$ cat src/rtl/tlb_op_ctrl.sv
// TLB maintenance op sequencer (SRCH/RD/WR/FILL/INV): IDLE -> EXEC (TLB strobe) -> RESP (res_valid).
// Define TLBOP_INV_ILLEGAL_EXC_EN to flag reserved op codes and invtlb op > 6 on res_err.
package tlb_op_ctrl_pkg;
    localparam int TLB_IDX_W = 4;

    typedef struct packed {
        logic [18:0] vppn;
        logic [5:0]  ps;
        logic        g;
        logic [9:0]  asid;
        logic        e;
        logic [19:0] ppn0;
        logic [1:0]  plv0;
        logic [1:0]  mat0;
        logic        d0;
        logic        v0;
        logic [19:0] ppn1;
        logic [1:0]  plv1;
        logic [1:0]  mat1;
        logic        d1;
        logic        v1;
    } tlb_entry_t;

    typedef struct packed {
        logic                 found;
        logic [TLB_IDX_W-1:0] index;
    } tlb_result_t;
endpackage

module tlb_op_ctrl
    import tlb_op_ctrl_pkg::*;
#(
    parameter int          TLBNUM    = 16,
    parameter int          IDX_W     = 4,
    parameter logic [15:0] LFSR_SEED = 16'hACE1
) (
    input  logic             clk,
    input  logic             reset,
    input  logic             op_valid,
    output logic             op_ready,
    input  logic [2:0]       op_code,
    input  logic [18:0]      op_vppn,
    input  logic [9:0]       op_asid,
    input  logic [IDX_W-1:0] op_index,
    input  tlb_entry_t       op_entry,
    input  logic [4:0]       op_inv_op,
    input  logic [31:0]      op_inv_va,
    output logic [18:0]      s2_vppn,
    output logic             s2_va_bit12,
    output logic [9:0]       s2_asid,
    input  tlb_result_t      s2_result,
    output logic             tlb_we,
    output logic [IDX_W-1:0] tlb_w_index,
    output tlb_entry_t       tlb_w_entry,
    output logic [IDX_W-1:0] tlb_r_index,
    input  tlb_entry_t       tlb_r_entry,
    output logic             invtlb_valid,
    output logic [4:0]       invtlb_op,
    output logic [9:0]       invtlb_asid,
    output logic [31:0]      invtlb_va,
    output logic             res_valid,
    output logic [2:0]       res_code,
    output logic             res_found,
    output logic [IDX_W-1:0] res_index,
    output tlb_entry_t       res_entry,
    output logic             res_err
);
    localparam logic [1:0] IDLE = 2'd0;
    localparam logic [1:0] EXEC = 2'd1;
    localparam logic [1:0] RESP = 2'd2;

    localparam logic [2:0] OP_SRCH = 3'd0;
    localparam logic [2:0] OP_RD   = 3'd1;
    localparam logic [2:0] OP_WR   = 3'd2;
    localparam logic [2:0] OP_FILL = 3'd3;
    localparam logic [2:0] OP_INV  = 3'd4;

    logic [1:0]       state;
    logic [15:0]      lfsr;
    logic [2:0]       l_code;
    logic [18:0]      l_vppn;
    logic [9:0]       l_asid;
    logic [IDX_W-1:0] l_index;
    tlb_entry_t       l_entry;
    logic [4:0]       l_inv_op;
    logic [31:0]      l_inv_va;

    logic             lfsr_fb;
    logic [IDX_W-1:0] fill_idx;
    logic             in_exec;
    logic             is_srch, is_rd, is_wr, is_fill, is_inv, inv_legal;
    logic             do_write, do_inv, err_now;

    // Fibonacci LFSR, taps 16,14,13,11, shifting toward bit 0
    assign lfsr_fb  = lfsr[0] ^ lfsr[2] ^ lfsr[3] ^ lfsr[5];
    assign fill_idx = IDX_W'(lfsr & 16'(TLBNUM - 1));

    assign is_srch   = (l_code == OP_SRCH);
    assign is_rd     = (l_code == OP_RD);
    assign is_wr     = (l_code == OP_WR);
    assign is_fill   = (l_code == OP_FILL);
    assign is_inv    = (l_code == OP_INV);
    assign inv_legal = (l_inv_op <= 5'd6);

    // Strobes are masked by reset so an op caught mid-flight never touches the TLB
    assign in_exec  = (state == EXEC) && !reset;
    assign do_write = in_exec && (is_wr || is_fill);
    assign do_inv   = in_exec && is_inv && inv_legal;

`ifdef TLBOP_INV_ILLEGAL_EXC_EN
    assign err_now = (l_code > OP_INV) || (is_inv && !inv_legal);
`else
    assign err_now = 1'b0;
`endif

    assign op_ready     = (state == IDLE);
    assign res_valid    = (state == RESP) && !reset;
    assign res_code     = l_code;

    assign s2_vppn      = (in_exec && is_srch) ? l_vppn : '0;
    assign s2_asid      = (in_exec && is_srch) ? l_asid : '0;
    assign s2_va_bit12  = 1'b0;
    assign tlb_r_index  = (in_exec && is_rd) ? l_index : '0;
    assign tlb_we       = do_write;
    assign tlb_w_index  = do_write ? l_index : '0;
    assign tlb_w_entry  = do_write ? l_entry : '0;
    assign invtlb_valid = do_inv;
    assign invtlb_op    = do_inv ? l_inv_op : '0;
    assign invtlb_asid  = do_inv ? l_asid : '0;
    assign invtlb_va    = do_inv ? l_inv_va : '0;

    always_ff @(posedge clk) begin
        if (reset) begin
            state     <= IDLE;
            lfsr      <= LFSR_SEED;
            l_code    <= '0;
            l_vppn    <= '0;
            l_asid    <= '0;
            l_index   <= '0;
            l_entry   <= '0;
            l_inv_op  <= '0;
            l_inv_va  <= '0;
            res_found <= 1'b0;
            res_index <= '0;
            res_entry <= '0;
            res_err   <= 1'b0;
        end else begin
            lfsr <= {lfsr_fb, lfsr[15:1]};
            case (state)
                IDLE: begin
                    if (op_valid) begin
                        l_code   <= op_code;
                        l_vppn   <= op_vppn;
                        l_asid   <= op_asid;
                        l_index  <= (op_code == OP_FILL) ? fill_idx : op_index;
                        l_entry  <= op_entry;
                        l_inv_op <= op_inv_op;
                        l_inv_va <= op_inv_va;
                        state    <= EXEC;
                    end
                end
                EXEC: begin
                    res_found <= is_srch && s2_result.found;
                    if (is_srch && s2_result.found)
                        res_index <= IDX_W'(s2_result.index);
                    else if (is_fill)
                        res_index <= l_index;
                    else
                        res_index <= '0;
                    res_entry <= is_rd ? tlb_r_entry : '0;
                    res_err   <= err_now;
                    state     <= RESP;
                end
                default: state <= IDLE;
            endcase
        end
    end
endmodule
$ cat config.mk
export PLATFORM = sky130hd
export DESIGN_NAME = tlb_op_ctrl
export DESIGN_NICKNAME = d
export VERILOG_FILES = /design/src/rtl/tlb_op_ctrl.sv
export SDC_FILE = /design/constraint.sdc
export NUM_CORES = 1
export LEC_CHECK = 0
export ABC_CLOCK_PERIOD_IN_PS = 2440
export CAP_MARGIN = 20
export CORE_AREA = 2 2 205 207
export CTS_CLUSTER_SIZE = 14
export DETAILED_ROUTE_END_ITERATION = 8
export DIE_AREA = 0 0 207 209
export HOLD_SLACK_MARGIN = 0.06
export PLACE_DENSITY = 0.67
export SLEW_MARGIN = 20
export SYNTH_ARGS = -nofsm -noshare
export SYNTH_HDL_FRONTEND = slang
export SYNTH_SLANG_ARGS = --single-unit
$ cat constraint.sdc
create_clock -name clk -period 2.44 [get_ports clk]
set_input_delay 0.244 -clock clk [delete_from_list [all_inputs] [get_ports clk]]
set_output_delay 0.244 -clock clk [all_outputs]
set_load 0.02 [all_outputs]
==> results of run 1 <==
per-layer routing:
layer	vias up	GRT usage	wire length, µm	share of wire
met5	-	0	13	0.00031
met4	2	0.0436	794	0.019
met3	51	0.0579	3590	0.084
met2	419	0.314	20800	0.49
met1	5050	0.212	17400	0.41
li1	5236	-	-	-
worst min path at each step:
stage	to	from	slack, ns	depth (start not counted)
after detailed placement	lfsr[7]$_SDFF_PP1_	lfsr[8]$_SDFF_PP0_	0.39	1
after floorplan	l_entry[0]$_SDFFE_PP0P_	op_entry[0]	0.38	2
after global routing	l_entry[66]$_SDFFE_PP0P_	op_entry[66]	0.22	3
final	l_vppn[14]$_SDFFE_PP0P_	op_vppn[14]	0.23	3
after global placement	lfsr[13]$_SDFF_PP1_	lfsr[14]$_SDFF_PP0_	0.40	1
after CTS	l_vppn[14]$_SDFFE_PP0P_	op_vppn[14]	0.19	3
logic make-up after synthesis:
family / count (synthesis)
muxes: 4
and+or+nand+nor: 625
xor gates and xnor gates: 3
buffers and inverters: 119
DFF: 274
AOI/OAI and AO/OA: 256
other: 1
cell type report:
class,instances,area share
Antenna cell,1,0.000143
Clock buffer,44,0.0518
Clock inverter,8,0.00674
Inverter,1,0.000215
Multi-Input combinational cell,892,0.273
Sequential cell,274,0.314
Tap cell,539,0.0386
Timing Repair Buffer,576,0.315
metrics by stage:
step / hold slack [ns] / utilization / std cells / worst slack, ns / total power (µW)
after global routing: 0.215 / 0.423 / 2335 / -0.204 / 11200
after global placement: 0.396 / 0.398 / 2259 / 0.116 / 6090
final: 0.226 / 0.423 / 2335 / -0.121 / 10700
after floorplan: 0.380 / - / 1285 / 0.404 / 5400
after detailed placement: 0.394 / 0.398 / 2259 / 0.0653 / 6110
after CTS: 0.190 / 0.421 / 2327 / -0.299 / 10800
timing repair:
item	4_1_cts	5_1_grt
gates resized for setup	584	181
setup endpoints to repair	173	171
buffers inserted	9	2
hold endpoints to repair	7	0
pin swaps	2	27
gates cloned	6	6
hold buffers	1	0
Yosys cell counts:
cell type,number,area share
a211oi_1,4,0.0028
a21oi_1,159,0.075
a221oi_1,4,0.0033
a32oi_1,89,0.073
and2_1,171,0.10
and3_1,1,0.00059
and3b_1,3,0.0025
buf_1,2,0.00071
buf_2,4,0.0019
buf_4,4,0.0028
buf_6,4,0.0042
clkbuf_1,102,0.036
clkbuf_2,2,0.00094
conb_1,1,0.00035
dfxtp_1,274,0.52
inv_1,1,0.00035
mux2i_1,4,0.0038
nand2_1,318,0.11
nand2b_1,2,0.0012
nand3b_1,1,0.00071
nor2_1,99,0.035
nor2b_1,10,0.0059
nor3_1,4,0.0019
nor3b_1,3,0.0021
nor4_4,1,0.0020
nor4b_1,1,0.00083
nor4b_2,1,0.0014
or2_2,7,0.0041
or3b_2,1,0.00083
or3b_4,1,0.0011
or4b_1,1,0.00094
xnor2_1,1,0.00083
xor2_1,2,0.0017
report_power, final:
group | switching, µW | internal (µW)
logic | 607 | 633
clock network | 1840 | 2850
registers | 112 | 4680
tightest hold or removal path: stages:
cell and delay (ns):
clkdlybuf4s50_1 0.39, nand2_1 0.05, a21oi_1 0.05
state kept, by name, summed over array words and instances, names as in the netlist:
name / count
l_inv_op: 5
res_entry: 89
l_inv_va: 32
l_index: 4
res_found: 1
lfsr: 16
l_asid: 10
state: 2
l_vppn: 19
res_index: 4
l_entry: 89
res_code: 3
==> metrics, run 1 <==
Antenna Nets Post-Route=0; clock tree buffer depth=3; Fin. Hold Viols=0; most frequent cells in the layout=clkdlybuf4s50_1 (356), nand2_1 (318), dfxtp_1 (270); CP delay by family, top=buffers and inverters; R2R depth=5; FF+latch count, synth=274; r2r startpoint=res_code[0]$_SDFFE_PP0P_; Critical Path RT=between 2 and 2.5 ns; CP Class=in2out; Startpoint Class=input port; Peak VDD IR=0.000488 V; Die Y=209 µm; Max Fanout on Critical Path=5; Synth warnings=0; DRT Pass-1 Iters=5; via-per-instance ratio=4.61; Cells after Synth=about 1300; pin count of the biggest net entering global routing=160; PD cells=614 mW/mm²; CP bufs+invs=6; Skew-Pair Late Insertion Delay=0.56 ns; post-layout min period=2.56 ns; Die X=207 µm; share of layout cells above drive strength 1=0.177; CP max stage cell=dlygate4sd3_1; most common cell after layout, fill and taps aside=clkdlybuf4s50_1; synthesized area=between 0.01 and 0.015 mm²; initial core utilization=0.257; gp weighted congestion=0.793; CTS tree=yes; row cnt=75; Reg area=between 0.005 and 0.006 mm²; CP peak stage delay=0.58 ns; PnR worst setup slack=-0.121 ns; Setup crit end=invtlb_va[15]; nets=2034; cell count along the critical path=9; largest family of logic cells by synthesized area=simple AND/OR/NAND/NOR gates; clock sink total=~270; Initial DRC Count=596; FF-to-FF setup slack=0.57 ns; Slew headroom=0.341; Post-Synth Adder-Cell Area=0; initial antenna violation count=2; CTS Root Cell=clkbuf_16; number of port buffers=530; vias in the first global route=10447; routed len/inst=about 18 µm; setup tns final=-3.88 ns; RSZ-0062 raised after global routing=yes; sequential fraction of the synthesis area=0.517; Num CTS Buffers=30; final setup vio count=45; Area Overhead vs Synth=64.6%; fin. max-slew vios=0; worst slew pin tran=slightly below 1 ns; area of the multi-input gates=approximately 0.0048 mm²; distinct cell type count after synthesis=33; status=finished, violations left; die area=0.0433 mm²; launch point of the worst path=reset; period utilisation layout=1.05; DR DRC count=0; HPWL Detailed=~27000 µm; worst hold path type=in2reg; vias=about 11000; fmax=0.391 GHz; failing checks=negative setup slack; Lkg Pwr=roughly 0.007 µW; worst reg2reg path endpoint=res_entry[26]$_SDFFE_PP0N_; Post-DP Area=between 0.015 and 0.02 mm²; core footprint=0.0413 mm²; Worst Skew=0.0105 ns; fillers=4088; Simple-Gate Fraction of Synth Area=0.275; # Max-Cap Violations=0; post-synthesis mux area share=0.00377; Arr. time, crit path=2.32 ns; Crit. End Element=output pin; Most common cell on crit path=buf_6; total global routing track utilization=0.179; fin area=0.0175 mm²; Compound-Gate Fraction of Synth Area=0.155; crit path cell chain=clkbuf_8, dlygate4sd3_1, or3b_4, nor4_4, buf_6, buf_12, buf_6, and2_1, buf_4; first-pass GRT wire length=62200 µm; Clock Pin Slew Worst Setup and Hold Paths=0.06 ns; H-tree levels=1; Synth Area in XOR/XNOR=0.00248; Routed WL=42600 µm; Ports=about 540; Syn Area/Cell=just over 8 µm²; total grt overflow=0
No activity file was read; power rests on OpenSTA's default activity.
==> inputs of run 2 (changes only) <==
- GPL_TIMING_DRIVEN: not set -> 0
==> run 2 against run 1 <==
The run still ends with negative setup slack left. Final area is 3.9% higher. Register-to-register slack worse by 0.44 ns. Clock skew is 0.0049 ns higher. Largest power group unchanged.
==> metrics, run 2 (synthesis gave the netlist of run 1 again) <==
Top Registers=l_entry: 89 flops, res_entry: 89 flops, l_inv_va: 32 flops; H-tree levels=1 (unchanged); pin count of the biggest net entering global routing=16 (-90%); first-pass GRT wire length=68200 µm (+9.7%); HP Start=reset; vias=11320 (+5.2%); CP Class=reg2out; Startpoint Class=flop; Worst Skew=0.0154 ns (+0.00491 ns); final setup vio count=113 (+150%); Fin. Hold Viols=0 (unchanged); CTS Root Cell=clkbuf_16; Clock Pin Slew Worst Setup and Hold Paths=0.06 ns (about the same); Layout Utilization=0.440 (+0.0167); total global routing track utilization=0.201 (+0.0221); Routed WL=45900 µm (+7.9%); worst hold path type=in2reg; gp weighted congestion=0.884 (+12%); r2r startpoint=state[1]$_SDFFE_PP0P_; row cnt=75 (unchanged); period utilisation layout=1.10 (+0.0471); Ports=535 (unchanged); CTS tree=yes; Crit. End Element=output pin; clock sink total=274 (unchanged); PnR worst setup slack=-0.236 ns (-0.115 ns); RSZ-0062 raised after global routing=yes; Die Y=209 µm (unchanged); initial antenna violation count=8 (+6); fmax=0.374 GHz (-4.3%); Peak VDD IR=0.000537 V (+10%); PD cells=598 mW/mm² (-2.7%); Num CTS Buffers=31 (+3.3%); share of layout cells above drive strength 1=0.191 (+0.0140); total grt overflow=0 (unchanged); DRT Pass-1 Iters=6 (+1); Antenna Nets Post-Route=0 (unchanged); clock tree buffer depth=3 (unchanged); Place WS=-1.05 ns (-1.12 ns); failing checks=negative setup slack; Max Fanout on Critical Path=6 (+1); Initial DRC Count=639 (+7.2%); core footprint=0.0413 mm² (unchanged); Skew-Pair Late Insertion Delay=0.57 ns (about the same); Arr. time, crit path=2.43 ns (+0.11 ns); setup tns final=-13.40 ns (-9.52 ns); # Max-Cap Violations=0 (unchanged); Slew headroom=0.301 (-0.0407); DR DRC count=0 (unchanged); fin. max-slew vios=0 (unchanged); via-per-instance ratio=4.61 (+0.16%); most common cell after layout, fill and taps aside=clkdlybuf4s50_1; Area Overhead vs Synth=71.1%; HPWL Detailed=34000 µm (+25%); initial core utilization=0.257 (unchanged); nets=2146 (+5.5%); post-layout min period=2.68 ns (+0.115 ns); Die X=207 µm (unchanged); worst slew pin tran=1.05 ns (+0.0610 ns); vias in the first global route=11264 (+7.8%); routed len/inst=18.7 µm (+2.7%); Lkg Pwr=0.00723 µW (+3.9%); launch point of the worst path=state[0]$_SDFFE_PP0P_; Critical Path RT=2.20 ns (about the same); number of port buffers=529 (-0.19%); status=finished, violations left; die area=0.0433 mm² (unchanged); most frequent cells in the layout=clkdlybuf4s50_1 (355), nand2_1 (318), dfxtp_1 (268)
[run 2: final timing paths]
path,depth (start not counted),to,slack (ns)
worst max-delay path,10,tlb_w_entry[77],-0.24
worst min-delay path,3,state[1]$_SDFFE_PP0P_,0.21
worst max register to register,8,l_asid[5]$_SDFFE_PP0P_,0.13
worst min register to register,1,lfsr[5]$_SDFF_PP1_,0.40
[run 2: area by class of cell]
type | count | area (µm²)
fillers | 4083 | 23100
flip-flops and latches | 274 | 5510
repair buffers | 570 | 5470
multi-input cells | 892 | 4770
clock buffers | 43 | 911
plain buffers | 117 | 678
well taps | 539 | 674
clock inverters | 13 | 123
diodes | 4 | 10.0
inverters | 1 | 3.75
[run 2: repair_timing]
item	4_1_cts	5_1_grt
endpoints found under the setup margin	314	259
cloned	5	0
gates resized for setup	876	61
hold buffers	0	0
pin swaps	11	4
setup buffers	31	6
[run 2: stage by stage]
| stage | hold slack (ns) | power, µW | std cells | instance area [µm²] |
|---|---|---|---|---|
| 2_1_floorplan | 0.380 | 5400 | 1285 | 10600 |
| 3_3_place_gp | 0.394 | 6140 | 2353 | 16600 |
| 3_5_place_dp | 0.396 | 6170 | 2353 | 16600 |
| 4_1_cts | 0.181 | 11000 | 2444 | 18200 |
| 5_1_grt | 0.208 | 11300 | 2452 | 18100 |
| 6_report | 0.208 | 10800 | 2453 | 18100 |
[run 2: report_power, final]
group | internal, µW | switching, µW | leakage [µW]
logic | 654 | 676 | 0.00447
registers | 4680 | 110 | 0.00224
clock network | 2800 | 1930 | 0.000522
[run 2: critical path, cell delays in order, from the launching register on]
cell	delay, ns
dfxtp_4	0.36
nor3b_2	0.16
and3b_2	0.25
buf_6	0.13
buf_12	0.11
clkbuf_16	0.16
buf_12	0.13
buf_4	0.13
clkbuf_16	0.14
and2_4	0.16
buf_6	0.12
[run 2: per-layer routing]
layer,GRT usage,up-vias,share of wire
met4,0.0601,4,0.030
met2,0.349,477,0.49
met1,0.236,5297,0.40
li1,-,5464,-
met5,0,-,0.00059
met3,0.0661,78,0.085
